File: config.mk
export PLATFORM = sky130hd
export DESIGN_NAME = hazard_ctrl
export DESIGN_NICKNAME = d
export VERILOG_FILES = /design/src/rtl/hazard_pkg.sv /design/src/rtl/hazard_div_timer.sv /design/src/rtl/hazard_ctrl.sv
export SDC_FILE = /design/constraint.sdc
export NUM_CORES = 1
export LEC_CHECK = 0
export ABC_CLOCK_PERIOD_IN_PS = 4680
export CORE_MARGIN = 4
export CORE_UTILIZATION = 50
export DETAILED_ROUTE_END_ITERATION = 6
export DONT_BUFFER_PORTS = 1
export PLACE_DENSITY = 0.72
export SETUP_SLACK_MARGIN = 0.4
export SLEW_MARGIN = 15
export SYNTH_ARGS = -nofsm -noshare
export SYNTH_HDL_FRONTEND = slang
export SYNTH_SLANG_ARGS = --single-unit
File: constraint.sdc
create_clock -name clk -period 4.68 [get_ports clk]
set_clock_uncertainty 0.1 [all_clocks]
set_input_delay 0.936 -clock clk [delete_from_list [all_inputs] [get_ports clk]]
set_output_delay 0.936 -clock clk [all_outputs]
set_load 0.01 [all_outputs]
File: src/rtl/hazard_pkg.sv
// Shared types for the pipeline hazard unit.
// Divider state encoding, forward selects and stall/flush bundles.
package hazard_pkg;

    typedef enum logic [1:0] {
        DIV_IDLE = 2'b00,
        DIV_BUSY = 2'b01,
        DIV_DONE = 2'b10
    } divState_e;

    localparam logic [1:0] FWD_RF = 2'b00;
    localparam logic [1:0] FWD_W  = 2'b01;
    localparam logic [1:0] FWD_M  = 2'b10;

    typedef struct packed {
        logic f;
        logic d;
        logic e;
        logic m;
    } stallVec_t;

    typedef struct packed {
        logic d;
        logic e;
        logic m;
        logic w;
    } flushVec_t;

endpackage

File: src/rtl/hazard_div_timer.sv
// Multi-cycle divider sequencer for the hazard unit.
// Tracks IDLE/BUSY/DONE and raises the divide stall request.
module hazard_div_timer
    import hazard_pkg::*;
#(
    parameter int DIV_CYCLES = 32
) (
    input  logic clk,
    input  logic rst,
    input  logic divStart,
    input  logic abort,
    output logic busy,
    output logic done,
    output logic stall
);

    localparam int CW = $clog2(DIV_CYCLES);
    localparam logic [CW-1:0] LOAD = CW'(DIV_CYCLES - 1);
    localparam logic [CW-1:0] LAST = CW'(1);

    divState_e      state;
    logic [CW-1:0]  cnt;

    // Sequencer: a taken exception drops any divide in flight.
    always_ff @(posedge clk or posedge rst) begin
        if (rst) begin
            state <= DIV_IDLE;
            cnt   <= '0;
            busy  <= 1'b0;
            done  <= 1'b0;
        end else if (abort) begin
            state <= DIV_IDLE;
            cnt   <= '0;
            busy  <= 1'b0;
            done  <= 1'b0;
        end else begin
            unique case (state)
                DIV_IDLE: begin
                    if (divStart) begin
                        state <= DIV_BUSY;
                        cnt   <= LOAD;
                        busy  <= 1'b1;
                    end
                end
                DIV_BUSY: begin
                    cnt <= cnt - LAST;
                    if (cnt == LAST) begin
                        state <= DIV_DONE;
                        done  <= 1'b1;
                    end
                end
                DIV_DONE: begin
                    state <= DIV_IDLE;
                    busy  <= 1'b0;
                    done  <= 1'b0;
                end
                default: begin
                    state <= DIV_IDLE;
                    cnt   <= '0;
                    busy  <= 1'b0;
                    done  <= 1'b0;
                end
            endcase
        end
    end

    // Hold the front end from the request cycle until the result is ready.
    always_comb begin
        stall = 1'b0;
        if (state == DIV_BUSY) begin
            stall = 1'b1;
        end else if (state == DIV_IDLE) begin
            stall = divStart;
        end
    end

endmodule

File: src/rtl/hazard_ctrl.sv
// Pipeline hazard unit: forwarding, stall and flush control.
// Arbitrates exception, memory wait, divide and load/branch hazards.
module hazard_ctrl
    import hazard_pkg::*;
#(
    parameter int REG_AW     = 5,
    parameter int LOAD_LAT   = 1,
    parameter int DIV_CYCLES = 32,
    parameter int CNT_W      = 32
) (
    input  logic              clk,
    input  logic              rst,
    input  logic [REG_AW-1:0] rsD,
    input  logic [REG_AW-1:0] rtD,
    input  logic              branchD,
    input  logic [REG_AW-1:0] rsE,
    input  logic [REG_AW-1:0] rtE,
    input  logic [REG_AW-1:0] writeregE,
    input  logic              regwriteE,
    input  logic              memtoregE,
    input  logic              div_startE,
    input  logic [REG_AW-1:0] writeregM,
    input  logic              regwriteM,
    input  logic              memtoregM,
    input  logic              write_hiloM,
    input  logic              mem_stallM,
    input  logic              except_flushM,
    input  logic [REG_AW-1:0] writeregW,
    input  logic              regwriteW,
    output logic              stallF,
    output logic              stallD,
    output logic              stallE,
    output logic              stallM,
    output logic              flushD,
    output logic              flushE,
    output logic              flushM,
    output logic              flushW,
    output logic              forwardaD,
    output logic              forwardbD,
    output logic [1:0]        forwardaE,
    output logic [1:0]        forwardbE,
    output logic              forward_hilo_E,
    output logic              div_busy,
    output logic              div_doneE,
    output logic [CNT_W-1:0]  stall_cnt
);

    localparam logic LOAD_IN_M = (LOAD_LAT == 2);

    logic      ldStall;
    logic      brStall;
    logic      divStall;
    logic      srcHitE;
    logic      srcHitM;
    stallVec_t stl;
    flushVec_t fl;

    // Register 0 is hardwired, so it never creates a dependency.
    function automatic logic regHit(
        input logic [REG_AW-1:0] src,
        input logic [REG_AW-1:0] dst
    );
        return (src != '0) && (src == dst);
    endfunction

    // The youngest producer (M) wins over W.
    function automatic logic [1:0] fwdSel(
        input logic [REG_AW-1:0] src,
        input logic [REG_AW-1:0] wrM,
        input logic              rwM,
        input logic [REG_AW-1:0] wrW,
        input logic              rwW
    );
        logic [1:0] sel;
        sel = FWD_RF;
        if (rwM && regHit(src, wrM)) begin
            sel = FWD_M;
        end else if (rwW && regHit(src, wrW)) begin
            sel = FWD_W;
        end
        return sel;
    endfunction

    hazard_div_timer #(
        .DIV_CYCLES (DIV_CYCLES)
    ) uDivTimer (
        .clk      (clk),
        .rst      (rst),
        .divStart (div_startE),
        .abort    (except_flushM),
        .busy     (div_busy),
        .done     (div_doneE),
        .stall    (divStall)
    );

    // Operand forwarding into the branch comparator and the ALU.
    always_comb begin
        forwardaD      = regwriteM && regHit(rsD, writeregM);
        forwardbD      = regwriteM && regHit(rtD, writeregM);
        forwardaE      = fwdSel(rsE, writeregM, regwriteM,
                                writeregW, regwriteW);
        forwardbE      = fwdSel(rtE, writeregM, regwriteM,
                                writeregW, regwriteW);
        forward_hilo_E = write_hiloM;
    end

    // Load-use and branch-operand hazards seen by the instruction in D.
    always_comb begin
        srcHitE = regHit(rsD, writeregE) || regHit(rtD, writeregE);
        srcHitM = regHit(rsD, writeregM) || regHit(rtD, writeregM);
        ldStall = (memtoregE && srcHitE)
               || (LOAD_IN_M && memtoregM && srcHitM);
        brStall = branchD
               && ((regwriteE && srcHitE) || (memtoregM && srcHitM));
    end

    // Only the highest-priority condition drives stalls and flushes.
    always_comb begin
        stl = '0;
        fl  = '0;
        if (except_flushM) begin
            fl.d = 1'b1;
            fl.e = 1'b1;
            fl.m = 1'b1;
        end else if (mem_stallM) begin
            stl  = '1;
            fl.w = 1'b1;
        end else if (divStall) begin
            stl.f = 1'b1;
            stl.d = 1'b1;
            stl.e = 1'b1;
            fl.m  = 1'b1;
        end else if (ldStall || brStall) begin
            stl.f = 1'b1;
            stl.d = 1'b1;
            fl.e  = 1'b1;
        end
    end

    assign stallF = stl.f;
    assign stallD = stl.d;
    assign stallE = stl.e;
    assign stallM = stl.m;
    assign flushD = fl.d;
    assign flushE = fl.e;
    assign flushM = fl.m;
    assign flushW = fl.w;

    // Saturating count of cycles the fetch stage was held.
    always_ff @(posedge clk or posedge rst) begin
        if (rst) begin
            stall_cnt <= '0;
        end else if (stl.f && (stall_cnt != '1)) begin
            stall_cnt <= stall_cnt + CNT_W'(1);
        end
    end

endmodule

* After elaboration in Yosys (flattened, before gate mapping)
Index checks and enable logic that the tools add are counted.
Storage, ports and cells: output and inout bits 49, memories 0, ROM bits 0, RAM bits 0, bits of input ports 47, flip-flop bits (word level) 41, logic and storage cells 87, bits in latches 0
Operators by class: div/mod/pow operators 0, add/subtract/negate cells 2, reductions and logical operators 32, equal/unequal tests 17, shifts and indexed selects 0, magnitude comparators 0, multiplexer cells 31, multipliers 0, bitwise operators 0
Operators by type and width (number):
- 5-bit == test | 8
- 32-bit by 1-bit adder with 32-bit output, second input constant | 1
- 32-bit inequality test, second input constant | 1
- 5-bit nonzero test | 4
- 1-bit logical AND | 19
- 2-bit 2-to-1 mux | 9
- 5-bit one-hot mux with 3 select lines | 1
- 1-bit 2-to-1 mux | 14
- 5-bit 2-to-1 mux | 2
- 2-bit AND reduction | 4
- 2-bit inequality test, second input constant | 3
- 5-bit by 1-bit == test with 1-bit output, second input constant | 1
- 5-bit by 1-bit subtractor with 5-bit output, second input constant | 1
- 1-bit logical OR | 4
- 4-bit 2-to-1 mux | 1
- 1-bit one-hot mux with 2 select lines | 2
- 2-bit one-hot mux with 2 select lines | 1
- 3-bit 2-to-1 mux | 1
- 3-bit by 2-bit inequality test with 1-bit output, second input constant | 1
- 3-bit inequality test, second input constant | 1
- 2-bit by 1-bit == test with 1-bit output, second input constant | 1
- 2-bit == test, second input constant | 1
- 2-bit zero test | 1

* Depth between registers and ports, before layout
Gate-level depths: netlist (run 1).
word-level depth 12, depth in mapped cells 10, mapped depth without buffers 8

* Cells and area by module
From an unflattened synthesis (run 1), not the netlist that was laid out.
Second synthesis, totals: cell total of the unflattened synthesis 284, area total of the unflattened synthesis 2850.2 µm²
Modules (own cells, without submodules):
- hazard_ctrl | times used 1, cells an instance 236, area each 2371.0 µm², seq. area each 800.8 µm²
- hazard_div_timer | times used 1, cells an instance 48, area each 479.2 µm², seq. area each 225.2 µm²

* Worst setup path before layout (run 1)
OpenSTA, ideal clock, no wires.
path kind in2out, start input rsD[1], end output stallF, arrival 2434 ps, stages 9, required time 3644 ps, setup slack 1210 ps, path buffers 3, path through or4_1 > nor2_2 > nor4_1 > o21ai_1 > a31o_1 > buf_6 > inv_4 > buf_6 > buf_4
On the way: cells in the longest elaborated chain, start to end 11, elaborated cells on any way between the ends 17, those cells by class 2 x eq/ne; 4 x mux; 11 x reduce/logical
Ends and longest elaborated chain:
- start: declaration | RTL line hazard_ctrl.sv:13 | input logic [REG_AW-1:0] rsD,
- 5-bit == test or 5-bit nonzero test (tied branches) | RTL line hazard_ctrl.sv:63 | return (src != '0) && (src == dst);
- 1-bit logical AND | RTL line hazard_ctrl.sv:63
- 1-bit logical OR (on tied branches) | RTL line hazard_ctrl.sv:109, hazard_ctrl.sv:110
- 1-bit logical AND | RTL line hazard_ctrl.sv:114 | && ((regwriteE && srcHitE) || (memtoregM && srcHitM));
- 1-bit logical OR | RTL line hazard_ctrl.sv:114
- 1-bit logical AND | RTL line hazard_ctrl.sv:114
- 1-bit logical OR * | RTL line hazard_ctrl.sv:133 | end else if (ldStall || brStall) begin
- 2-bit 2-to-1 mux * | RTL line hazard_ctrl.sv:133
- 2-bit 2-to-1 mux * | RTL line hazard_ctrl.sv:128 | end else if (divStall) begin
- 3-bit 2-to-1 mux * | RTL line hazard_ctrl.sv:125 | end else if (mem_stallM) begin
- 4-bit 2-to-1 mux * | RTL line hazard_ctrl.sv:121 | if (except_flushM) begin
- end: declaration | RTL line hazard_ctrl.sv:30 | output logic stallF,
Mark *: on every way between the ends. The rest lies on a longest branch, timed or not.

* Final worst setup path (run 1)
start input rsD[1], end output stallD
On the way: cells in the longest elaborated chain, start to end 11, elaborated cells on any way between the ends 17, those cells by class 2 x eq/ne; 4 x mux; 11 x reduce/logical
Ends and longest elaborated chain:
- 5-bit == test or 5-bit nonzero test (tied branches) | RTL line hazard_ctrl.sv:63
- 1-bit logical AND | RTL line hazard_ctrl.sv:63
- 1-bit logical OR (on tied branches) | RTL line hazard_ctrl.sv:109, hazard_ctrl.sv:110
- 1-bit logical AND | RTL line hazard_ctrl.sv:114
- 1-bit logical OR | RTL line hazard_ctrl.sv:114
- 1-bit logical AND | RTL line hazard_ctrl.sv:114
- 1-bit logical OR * | RTL line hazard_ctrl.sv:133
- 2-bit 2-to-1 mux * | RTL line hazard_ctrl.sv:133
- 2-bit 2-to-1 mux * | RTL line hazard_ctrl.sv:128
- 3-bit 2-to-1 mux * | RTL line hazard_ctrl.sv:125
- 4-bit 2-to-1 mux * | RTL line hazard_ctrl.sv:121
- end: declaration | RTL line hazard_ctrl.sv:31 | output logic stallD,
Marked as above.

==> summary.md, run 1 <==
| Metric | Value |
|---|---|
| CTS resizes | `0` |
| Setup tns final | `0 ps` |
| Routability Congestion | `0.7864` |
| Peak supply drop | `127.5 uV` |
| Yosys top cell by area | `dfrtp_1` |
| DRT Wirelength | `5.877 mm` |
| Die area | `around 6800 um2` |
| Slew @ Worst Pin | `651.1 ps` |
| Synth cell count leaders | `dfrtp_1 (41), xnor2_1 (41), xor2_1 (30)` |
| Vias in the first global route | `slightly above 2,000` |
| Routed vias | `2,026` |
| Synthesis Warnings | `0` |
| Initial antenna violation count | `0` |
| Detailed placer's ending HPWL | `4.579 mm` |
| Wire per inst | `16.60 um` |
| Reg-to-reg slack, setup | `1720 ps` |
| Post-Syn Area | `2775 um2` |
| Synth Instances | `284` |
| Slew Limit Fails | `0` |
| Critical Path Start Type | `input port` |
| Share of cells above drive strength 1 | `13.73%` |
| CTS H-Tree Depth | `2` |
| Fin crit share | `74.12%` |
| Pwr/cell area | `314.6 nW/um2` |
| Vias/cell | `5.723` |
| Antenna Cells | `0` |
| Number of flops mapped to enable cells by yosys | `0` |
| # nets final | `333` |
| Post-synthesis sequential area ratio | `36.97%` |
| Post-synth top area share | `36.97%` |
| Hold-fix buffers, CTS | `0` |
| Yosys reg bits | `41` |
| Tmin final | `3469 ps` |
| # IOs | `96` |
| Prevailing post-synth register cell | `dfrtp_1` |
| Worst hold path type | `register to register` |
| Syn Nets | `between 300 and 400` |
| Clock tree from TritonCTS | `yes` |
| Post CTS Setup Buffer Count | `0` |
| First-pass GRT wire length | `around 9.9 mm` |
| Avg Synthesized Cell Area | `about 10 um2` |
| Final Power | `920.3 uW` |
| GRT Residual Overflow | `0` |
| CTS Buffer Depth | `2` |
| Worst-skew pair later-pin latency | `290 ps` |
| Final hold violation count | `0` |
| Starting Density | `52.99%` |
| Max-Cap Viols | `0` |
| Outcome | `completed` |
| Total GRT Usage | `18.73%` |
| Root buf cell | `clkbuf_8` |
| Largest net degree at the start of global routing | `42` |
| Pre-antenna DRT Iters | `4` |
| Cell variety after synth | `46` |
| CTS buffer count | `5` |
| P&R area growth vs syn | `5.410%` |
| Placeable Area | `5238 um2` |
| Die width | `82.50 um` |
| Post-DRT Antenna Nets | `0` |
| Crit Path Max Fanout | `17` |
| Fill count | `463` |
| Fmax | `288.3 MHz` |
| Die Y | `around 83 um` |
| Async set or reset register ratio after synthesis | `100.0%` |
| WP data arrival | `2430 ps` |
| RSZ-0062 raised after global routing | `no` |
| Kind of critical path | `input port to output port` |
| Worst-path clk slew | `approximately 80 ps` |
| Top cells by area, synth | `dfrtp_1 (37%), xnor2_1 (13%), xor2_1 (9.5%), nor2_1 (3.7%), nand4_1 (3.2%)` |
| Worst path required time | `about 3600 ps` |
| CP endpoint kind | `output port` |
| Std-Cell Rows | `26` |
| Multi-input gate area | `about 1600 um2` |
| Final Setup Violations | `0` |
| Reg area | `1026 um2` |
| Clock Sinks | `41` |
| LEAKAGE | `0.001159 uW` |
| Relative slew slack | `a little under three fifths` |
| IO buf count | `0` |
| DRC viols | `0` |
| DR iter-0 viols | `82` |
metrics by stage:
stage / instances / setup slack, ps / hold WS (ps) / instance area (um2) / utilization, %
2_1_floorplan: 284 / 1210 / 415.6 / 2775 / -
3_3_place_gp: 346 / 1211 / 447.7 / 2805 / 53.56
3_5_place_dp: 346 / 1194 / 457.5 / 2805 / 53.56
4_1_cts: 354 / 1194 / 471.8 / 2925 / 55.85
5_1_grt: 354 / 1082 / 503.6 / 2925 / 55.85
6_report: 354 / 1211 / 465.3 / 2925 / 55.85
flip-flops by register name, summed over array words and instances, names as in the netlist:
name	cells
uDivTimer.state	2
uDivTimer.cnt	5
uDivTimer.busy	1
uDivTimer.done	1
stall_cnt	32
layer usage:
metal,vias up,track usage [%],wire length (um)
li1,986,-,-
met1,959,23.70,2418
met2,74,29.41,2808
met3,7,7.267,553
met4,0,6.046,96
met5,-,0,0
worst paths after layout:
check,startpoint,to,cells after the start
worst max-delay path,rsD[1],stallD,7
worst min-delay path,stall_cnt[10],stall_cnt[10],1
worst max register to register,stall_cnt[0],stall_cnt[1],8
worst min register to register,stall_cnt[10],stall_cnt[10],1
max in group asynchronous,rst,stall_cnt[27],2
min in group asynchronous,rst,stall_cnt[19],2
critical path, cell delays in order:
cell and delay [ps]:
or4_1 540, nor2_2 130, nor4_2 70, o211ai_2 160
a31o_1 160, buf_4 260, inv_4 170
area by class of cell:
cell class                      count  area share (%)
Tap cell                           70           2.994
Sequential cell                    41           35.07
Clock buffer                        6           2.823
Inverter                            8           1.112
Multi-Input combinational cell    224           55.95
Clock inverter                      2           1.283
Timing Repair Buffer                3          0.7699
cell families (layout without fill, tap and decap cells):
| logic type | after synthesis | after routing | share of synthesized area (%) |
|---|---|---|---|
| AND/OR/NAND/NOR | 130 | 130 | 29.80 |
| XOR/XNOR | 71 | 71 | 22.41 |
| flip-flops | 41 | 41 | 36.97 |
| buffers and inverters | 19 | 19 | 4.058 |
| AO/OA/AOI/OAI | 16 | 16 | 3.922 |
| multiplexers | 4 | 4 | 1.488 |
| adder cells (fa/ha/maj) | 3 | 3 | 1.353 |
layout by cell type (no fill, tap or decap), types with 2 or more instances in the layout:
master     n
nand3_2    6
o21ai_0    4
dfrtp_1   41
xnor2_1   41
mux2i_1    3
nand4b_1   2
o21a_1     3
nor4_2     4
or2_2      3
nor4_1     9
buf_4      3
nor3_1     7
nand3_1    8
and2_1     2
and4_1     6
nor2b_1    3
and3_1     7
nor2_1    27
a21o_1     2
nor3_2     3
xor2_1    30
inv_1      7
clkbuf_8   6
nand4_2    3
nand4_1   14
ha_1       3
nand2_1   15
a21oi_1    2
or4_1      3
where the power goes:
part	internal (uW)	switching (uW)	total (uW)	leakage (uW)
registers	396	77.3	473	0.000528
clock network	173	123	296	0.0000574
logic	77.2	73.6	151	0.000573
total	647	274	920	0.00116
Note: power is estimated with default switching activity, not from simulation.
==> run 2, diff against run 1 <==
Settings changed: ABC_CLOCK_PERIOD_IN_PS 4680 to 2850, PLACE_DENSITY 0.72 to 0.75.
Clock period 4.68 ns to 2.85 ns, I/O delays scaled along.
==> summary.md, run 2 (same netlist as run 1, synthesis figures left out) <==
| Metric | Value |
|---|---|
| Outcome | `completed (unchanged)` |
| Fmax | `407.8 MHz` |
| Share of cells above drive strength 1 | `19.11% (was 13.73%)` |
| Most frequent cells in the layout | `xnor2_1 (41), dfrtp_1 (40), xor2_1 (30), nor2_1 (25), nand2_1 (15) (was xnor2_1 (41), dfrtp_1 (41), xor2_1 (30), nor2_1 (27), nand2_1 (15))` |
| Die width | `82.50 um (unchanged)` |
| Worst-path clk slew | `80 ps (about the same)` |
| Reg with most FFs | `stall_cnt (unchanged)` |
| Max-Cap Viols | `0 (unchanged)` |
| Die area | `6806 um2 (unchanged)` |
| Vias/cell | `5.898 (was 5.723)` |
| Vias in the first global route | `2,098 (was 2,052)` |
| Final hold violation count | `0 (unchanged)` |
| Crit Path Max Fanout | `9 (was 17)` |
| Worst hold path type | `input port to register (was register to register)` |
| Tmin final | `2452 ps` |
| Hold depth | `1 (unchanged)` |
| IO buf count | `0 (unchanged)` |
| CTS Buffer Depth | `2 (unchanged)` |
| Antenna Cells | `0 (unchanged)` |
| WP data arrival | `1780 ps (was 2430 ps)` |
| Hold Path Origin | `except_flushM (was stall_cnt[10])` |
| CP peak stage delay | `530 ps (was 540 ps)` |
| Worst Hold Path EP | `uDivTimer.cnt[0] (was stall_cnt[10])` |
| Crit Reg-Reg Startpoint | `uDivTimer.state[1] (was stall_cnt[0])` |
| Std-Cell Rows | `26 (unchanged)` |
| DRT Wirelength | `6.480 mm (was 5.877 mm)` |
| Setup tns final | `0 ps (unchanged)` |
| Commonest non-fill, non-tap cell in the layout | `xnor2_1` |
| # nets final | `343 (was 333)` |
| First-pass GRT wire length | `10.14 mm (was 9.853 mm)` |
| Clock tree from TritonCTS | `yes (unchanged)` |
| Kind of critical path | `input port to output port (unchanged)` |
| WP buf/inv | `1 (was 2)` |
| LEAKAGE | `0.001213 uW (was 0.001159 uW)` |
| R2r endpoint | `stall_cnt[29] (was stall_cnt[1])` |
| CTS buffer count | `5 (unchanged)` |
| Routability Congestion | `0.8538 (was 0.7864)` |
| Placeable Area | `5238 um2 (unchanged)` |
| Post-DRT Antenna Nets | `0 (unchanged)` |
| FF-to-FF path depth | `7 (was 8)` |
| Largest regs | `stall_cnt (32), uDivTimer.cnt (5), uDivTimer.state (2) (unchanged)` |
| Initial antenna violation count | `0 (unchanged)` |
| Pre-antenna DRT Iters | `4 (unchanged)` |
| DRC viols | `0 (unchanged)` |
| Worst-skew pair later-pin latency | `290 ps (about the same)` |
| # IOs | `96 (unchanged)` |
| Max reg flops | `32 (unchanged)` |
| GRT Residual Overflow | `0 (unchanged)` |
| CTS H-Tree Depth | `2 (unchanged)` |
| Total GRT Usage | `19.32% (was 18.73%)` |
| Worst hold margin | `237.3 ps (was 465.3 ps)` |
| Slowest stage cell, crit path | `or4_4 (was or4_1)` |
| Root buf cell | `clkbuf_8 (unchanged)` |
| DR iter-0 viols | `63 (was 82)` |
| Pwr/cell area | `469.8 nW/um2 (was 314.6 nW/um2)` |
| Delay-heaviest family, CP | `simple AND/OR/NAND/NOR gates (unchanged)` |
| RSZ-0062 raised after global routing | `yes (was no)` |
| Critical Path Start Type | `input port (unchanged)` |
| Largest net degree at the start of global routing | `36 (was 42)` |
| Fin crit share | `86.04%` |
| Clock Sinks | `41 (unchanged)` |
| Critical-path cell list | `or4_4 > nor2_4 > nor4_1 > o21ai_1 > a31o_4 > inv_8 (was or4_1 > nor2_2 > nor4_2 > o211ai_2 > a31o_1 > buf_4 > inv_4)` |
| CP endpoint kind | `output port (unchanged)` |
| P&R area growth vs syn | `10.32% (was 5.410%)` |
| Detailed placer's ending HPWL | `4.745 mm (was 4.579 mm)` |
| Final Setup Violations | `0 (unchanged)` |
| Worst path required time | `2180 ps (was 3640 ps)` |
| Slew Limit Fails | `0 (unchanged)` |
| Die Y | `82.50 um (unchanged)` |
| Peak supply drop | `266.0 uV (was 127.5 uV)` |
| Starting Density | `52.99% (unchanged)` |
| Wire per inst | `17.85 um (was 16.60 um)` |
| Routed vias | `2,141 (was 2,026)` |
| Reg-to-reg slack, setup | `520 ps (was 1720 ps)` |
| Relative slew slack | `50.76% (was 56.19%)` |
| Slew @ Worst Pin | `731.8 ps (was 651.1 ps)` |
-- run 2: worst max-delay path by stage --
| stage | cells past startpoint | slack (ps) | to | start |
|---|---|---|---|---|
| finish | 6 | 400 | stallF | rsD[1] |
| global route | 6 | 340 | stallF | rsD[1] |
| CTS | 8 | 400 | stall_cnt[27] | stall_cnt[1] |
| detailed placement | 8 | 280 | stall_cnt[1] | rsD[1] |
| global placement | 8 | 310 | stall_cnt[1] | rsD[1] |
| floorplan | 9 | 130 | stallF | rsD[1] |
-- run 2: power breakdown --
group | internal [uW] | total, uW | switching, uW
Clock | 192 | 385 | 193
Sequential | 652 | 782 | 130
Combinational | 135 | 271 | 137
Total | 979 | 1440 | 459
-- run 2: through the flow --
stage	instances	cell area [um2]	setup slack (ps)	power [uW]	util [%]
after floorplan	284	2794	127.5	994.2	-
after global placement	348	2831	312.7	1034	54.06
after detailed placement	348	2831	280.0	1050	54.06
after CTS	358	2960	395.1	1446	56.52
after global routing	363	3062	342.4	1518	58.46
final	363	3062	397.9	1439	58.46
-- run 2: worst register-to-register path, cell delays in order, from the launching register on --
cell     delay, ps
dfrtp_1        480
or2_2          360
nor2b_1        170
a31o_4         250
buf_4          160
buf_4          220
nor4_1         330
xor2_1         170
-- run 2: timing repair --
| action | in CTS | in global routing |
|---|---|---|
| hold endpoints to repair | 6 | 0 |
| resized for setup | 5 | 11 |
| endpoints found under the setup margin | 8 | 24 |
| hold buffers | 1 | 0 |
| buffers inserted | 1 | 5 |
| cloned | 1 | 0 |
| pin swaps | 4 | 10 |
-- run 2: routing by layer --
metal  wire length (um)  GRT usage [%]  vias to the layer above  share of wire, %
met5                  0              0                        -                 0
met2               3280          32.61                       52                51
met3                394          4.989                        8               6.1
met4                108          6.536                        0               1.7
met1               2696          23.97                     1067                42
li1                   -              -                     1014                 -
-- run 2: final cells by class --
class                      instances  area, um2
clock buffer                       7      86.33
fill                             454       2176
inverter                           8      37.54
multi-input combinational        224       1724
sequential                        41       1027
tap                               70      87.58
timing repair buffer              12      92.59
timing repair inverter             1      6.256
==> run 3, diff against run 2 <==
Settings changed: CORE_UTILIZATION 50 to 58, PLACE_DENSITY 0.75 to 0.81.
==> summary.md, run 3 (same netlist as run 1, synthesis figures left out) <==
| Metric | Value |
|---|---|
| CTS H-Tree Depth | `2 (unchanged)` |
| Vias/cell | `6.219 (was 5.898)` |
| FF-to-FF path depth | `9 (was 7)` |
| Clock tree from TritonCTS | `yes (unchanged)` |
| Die width | `77.17 um (was 82.50 um)` |
| Outcome | `completed (unchanged)` |
| Setup tns final | `0 ps (unchanged)` |
| Pre-antenna DRT Iters | `4 (unchanged)` |
| Comb power frac | `17.8% (was 18.9%)` |
| Reg with most FFs | `stall_cnt (unchanged)` |
| Crit Path Max Fanout | `9 (unchanged)` |
| Final hold violation count | `0 (unchanged)` |
| Fmax | `406.6 MHz (was 407.8 MHz)` |
| Routed vias | `2,133 (was 2,141)` |
| Std-Cell Rows | `24 (was 26)` |
| Worst hold path type | `input port to asynchronous set/reset pin (was input port to register)` |
| DRT Wirelength | `6.315 mm (was 6.480 mm)` |
| Die Y | `77.17 um (was 82.50 um)` |
| Setup WS post-layout | `390.6 ps (was 397.9 ps)` |
| Most frequent cells in the layout | `xnor2_1 (41), dfrtp_1 (41), xor2_1 (30), nor2_1 (25), nand2_1 (15) (was xnor2_1 (41), dfrtp_1 (40), xor2_1 (30), nor2_1 (25), nand2_1 (15))` |
| Detailed placer's ending HPWL | `4.650 mm (was 4.745 mm)` |
| CP endpoint kind | `output port (unchanged)` |
| Worst-skew pair later-pin latency | `290 ps (about the same)` |
| Clock Sinks | `41 (unchanged)` |
| # nets final | `340 (was 343)` |
| DRC viols | `0 (unchanged)` |
| P&R area growth vs syn | `10.23% (was 10.32%)` |
| Worst path required time | `2180 ps (about the same)` |
| Share of cells above drive strength 1 | `19.24% (was 19.11%)` |
| Crit path from | `rsD[4] (was rsD[1])` |
| Max reg flops | `32 (unchanged)` |
| Kind of critical path | `input port to output port (unchanged)` |
| Dpl ws | `289.4 ps (was 280.0 ps)` |
| Placeable Area | `4504 um2 (was 5238 um2)` |
| Max-Cap Viols | `0 (unchanged)` |
| Internal power | `1069 uW (was 979.3 uW)` |
| R2r endpoint | `stall_cnt[29] (unchanged)` |
| IO buf count | `0 (unchanged)` |
| CTS buffer count | `5 (unchanged)` |
| Critical Path Start Type | `input port (unchanged)` |
| Largest regs | `stall_cnt (32), uDivTimer.cnt (5), uDivTimer.state (2) (unchanged)` |
| Reg-to-reg slack, setup | `520 ps (about the same)` |
| First-pass GRT wire length | `10.36 mm (was 10.14 mm)` |
| Die area | `5955 um2 (was 6806 um2)` |
| WP data arrival | `1790 ps (was 1780 ps)` |
| Tmin final | `2459 ps (was 2452 ps)` |
| Starting Density | `61.61% (was 52.99%)` |
| Root buf cell | `clkbuf_8 (unchanged)` |
| Switching share of total power | `30.51% (was 31.92%)` |
| Vias in the first global route | `2,186 (was 2,098)` |
| CTS Buffer Depth | `2 (unchanged)` |
| Fin crit share | `86.29% (was 86.04%)` |
| Post-DRT Antenna Nets | `0 (unchanged)` |
| Slew @ Worst Pin | `520.3 ps (was 731.8 ps)` |
| Antenna Cells | `0 (unchanged)` |
| Power share of the sequential group | `50.6% (was 54.3%)` |
| Clk network pwr share | `31.6% (was 26.8%)` |
| Relative slew slack | `65.32% (was 50.76%)` |
| RSZ-0062 raised after global routing | `yes (unchanged)` |
| Largest net degree at the start of global routing | `42 (was 36)` |
| P_sw | `469.5 uW (was 459.2 uW)` |
| Total GRT Usage | `21.27% (was 19.32%)` |
| Slew Limit Fails | `0 (unchanged)` |
| # IOs | `96 (unchanged)` |
| Hold-fix buffers, CTS | `0 (was 1)` |
| Wire per inst | `18.41 um (was 17.85 um)` |
| Peak supply drop | `342.9 uV (was 266.0 uV)` |
| GRT Residual Overflow | `0 (unchanged)` |
| Routability Congestion | `0.8194 (was 0.8538)` |
| Final Setup Violations | `0 (unchanged)` |
| Crit Reg-Reg Startpoint | `stall_cnt[0] (was uDivTimer.state[1])` |
| Worst-path clk slew | `80 ps (about the same)` |
| LEAKAGE | `0.001219 uW (was 0.001213 uW)` |
| Pwr/cell area | `503.1 nW/um2 (was 469.8 nW/um2)` |
| Crit path to | `stallD (was stallF)` |
| DR iter-0 viols | `153 (was 63)` |
| Initial antenna violation count | `0 (unchanged)` |
[run 3: worst min path at each step]
stage / from / endpoint / slack [ps] / depth (start not counted)
after floorplan: stall_cnt[29] / stall_cnt[29] / 420 / 1
after global placement: uDivTimer.cnt[1] / uDivTimer.cnt[1] / 450 / 2
after detailed placement: stall_cnt[10] / stall_cnt[10] / 450 / 1
after CTS: rst / uDivTimer.cnt[1] / 210 / 2
after global routing: except_flushM / uDivTimer.cnt[1] / 210 / 1
final: rst / uDivTimer.cnt[1] / 190 / 2
[run 3: power groups by stage]
stage	Sequential (uW)	Combinational (uW)	Clock (uW)
3_3_place_gp	787	244	0
3_5_place_dp	792	254	0
6_report	779	274	486
5_1_grt	793	308	530
2_1_floorplan	762	233	0
4_1_cts	781	262	496
[run 3: timing repair]
item | in CTS | in global routing
gates cloned | 1 | 0
hold endpoints to repair | 0 | 0
pin swaps | 3 | 13
gates resized for setup | 5 | 12
setup buffers | 1 | 2
setup endpoints to repair | 14 | 20
[run 3: critical path, cell delays in order]
cell and delay [ps]:
or4_4 530, nor2_4 130, nor4_1 60, o21ai_1 210
a31o_4 220, inv_6 70
[run 3: layout make-up]
class / instances / area, um2
clock buffer: 6 / 82.58
timing repair inverter: 1 / 3.754
inverter: 8 / 35.03
tap: 52 / 65.06
fill: 337 / 1445
sequential: 41 / 1026
clock inverter: 2 / 37.54
multi-input combinational: 224 / 1742
timing repair buffer: 9 / 67.56
[run 3: metrics by stage]
step,hold slack (ps),total power [uW],instances,cell area [um2],util [%]
6_report,193.8,1539,343,3059,67.92
5_1_grt,212.0,1631,343,3059,67.92
4_1_cts,206.7,1538,341,2970,65.94
3_5_place_dp,452.6,1047,331,2816,62.53
3_3_place_gp,448.6,1031,331,2816,62.53
2_1_floorplan,415.6,994.2,284,2794,-
[run 3: metal layers]
layer	GRT usage (%)	wire (um)
met5	0	0
met4	5.160	76
met3	7.377	558
met2	36.96	3258
met1	25.06	2421
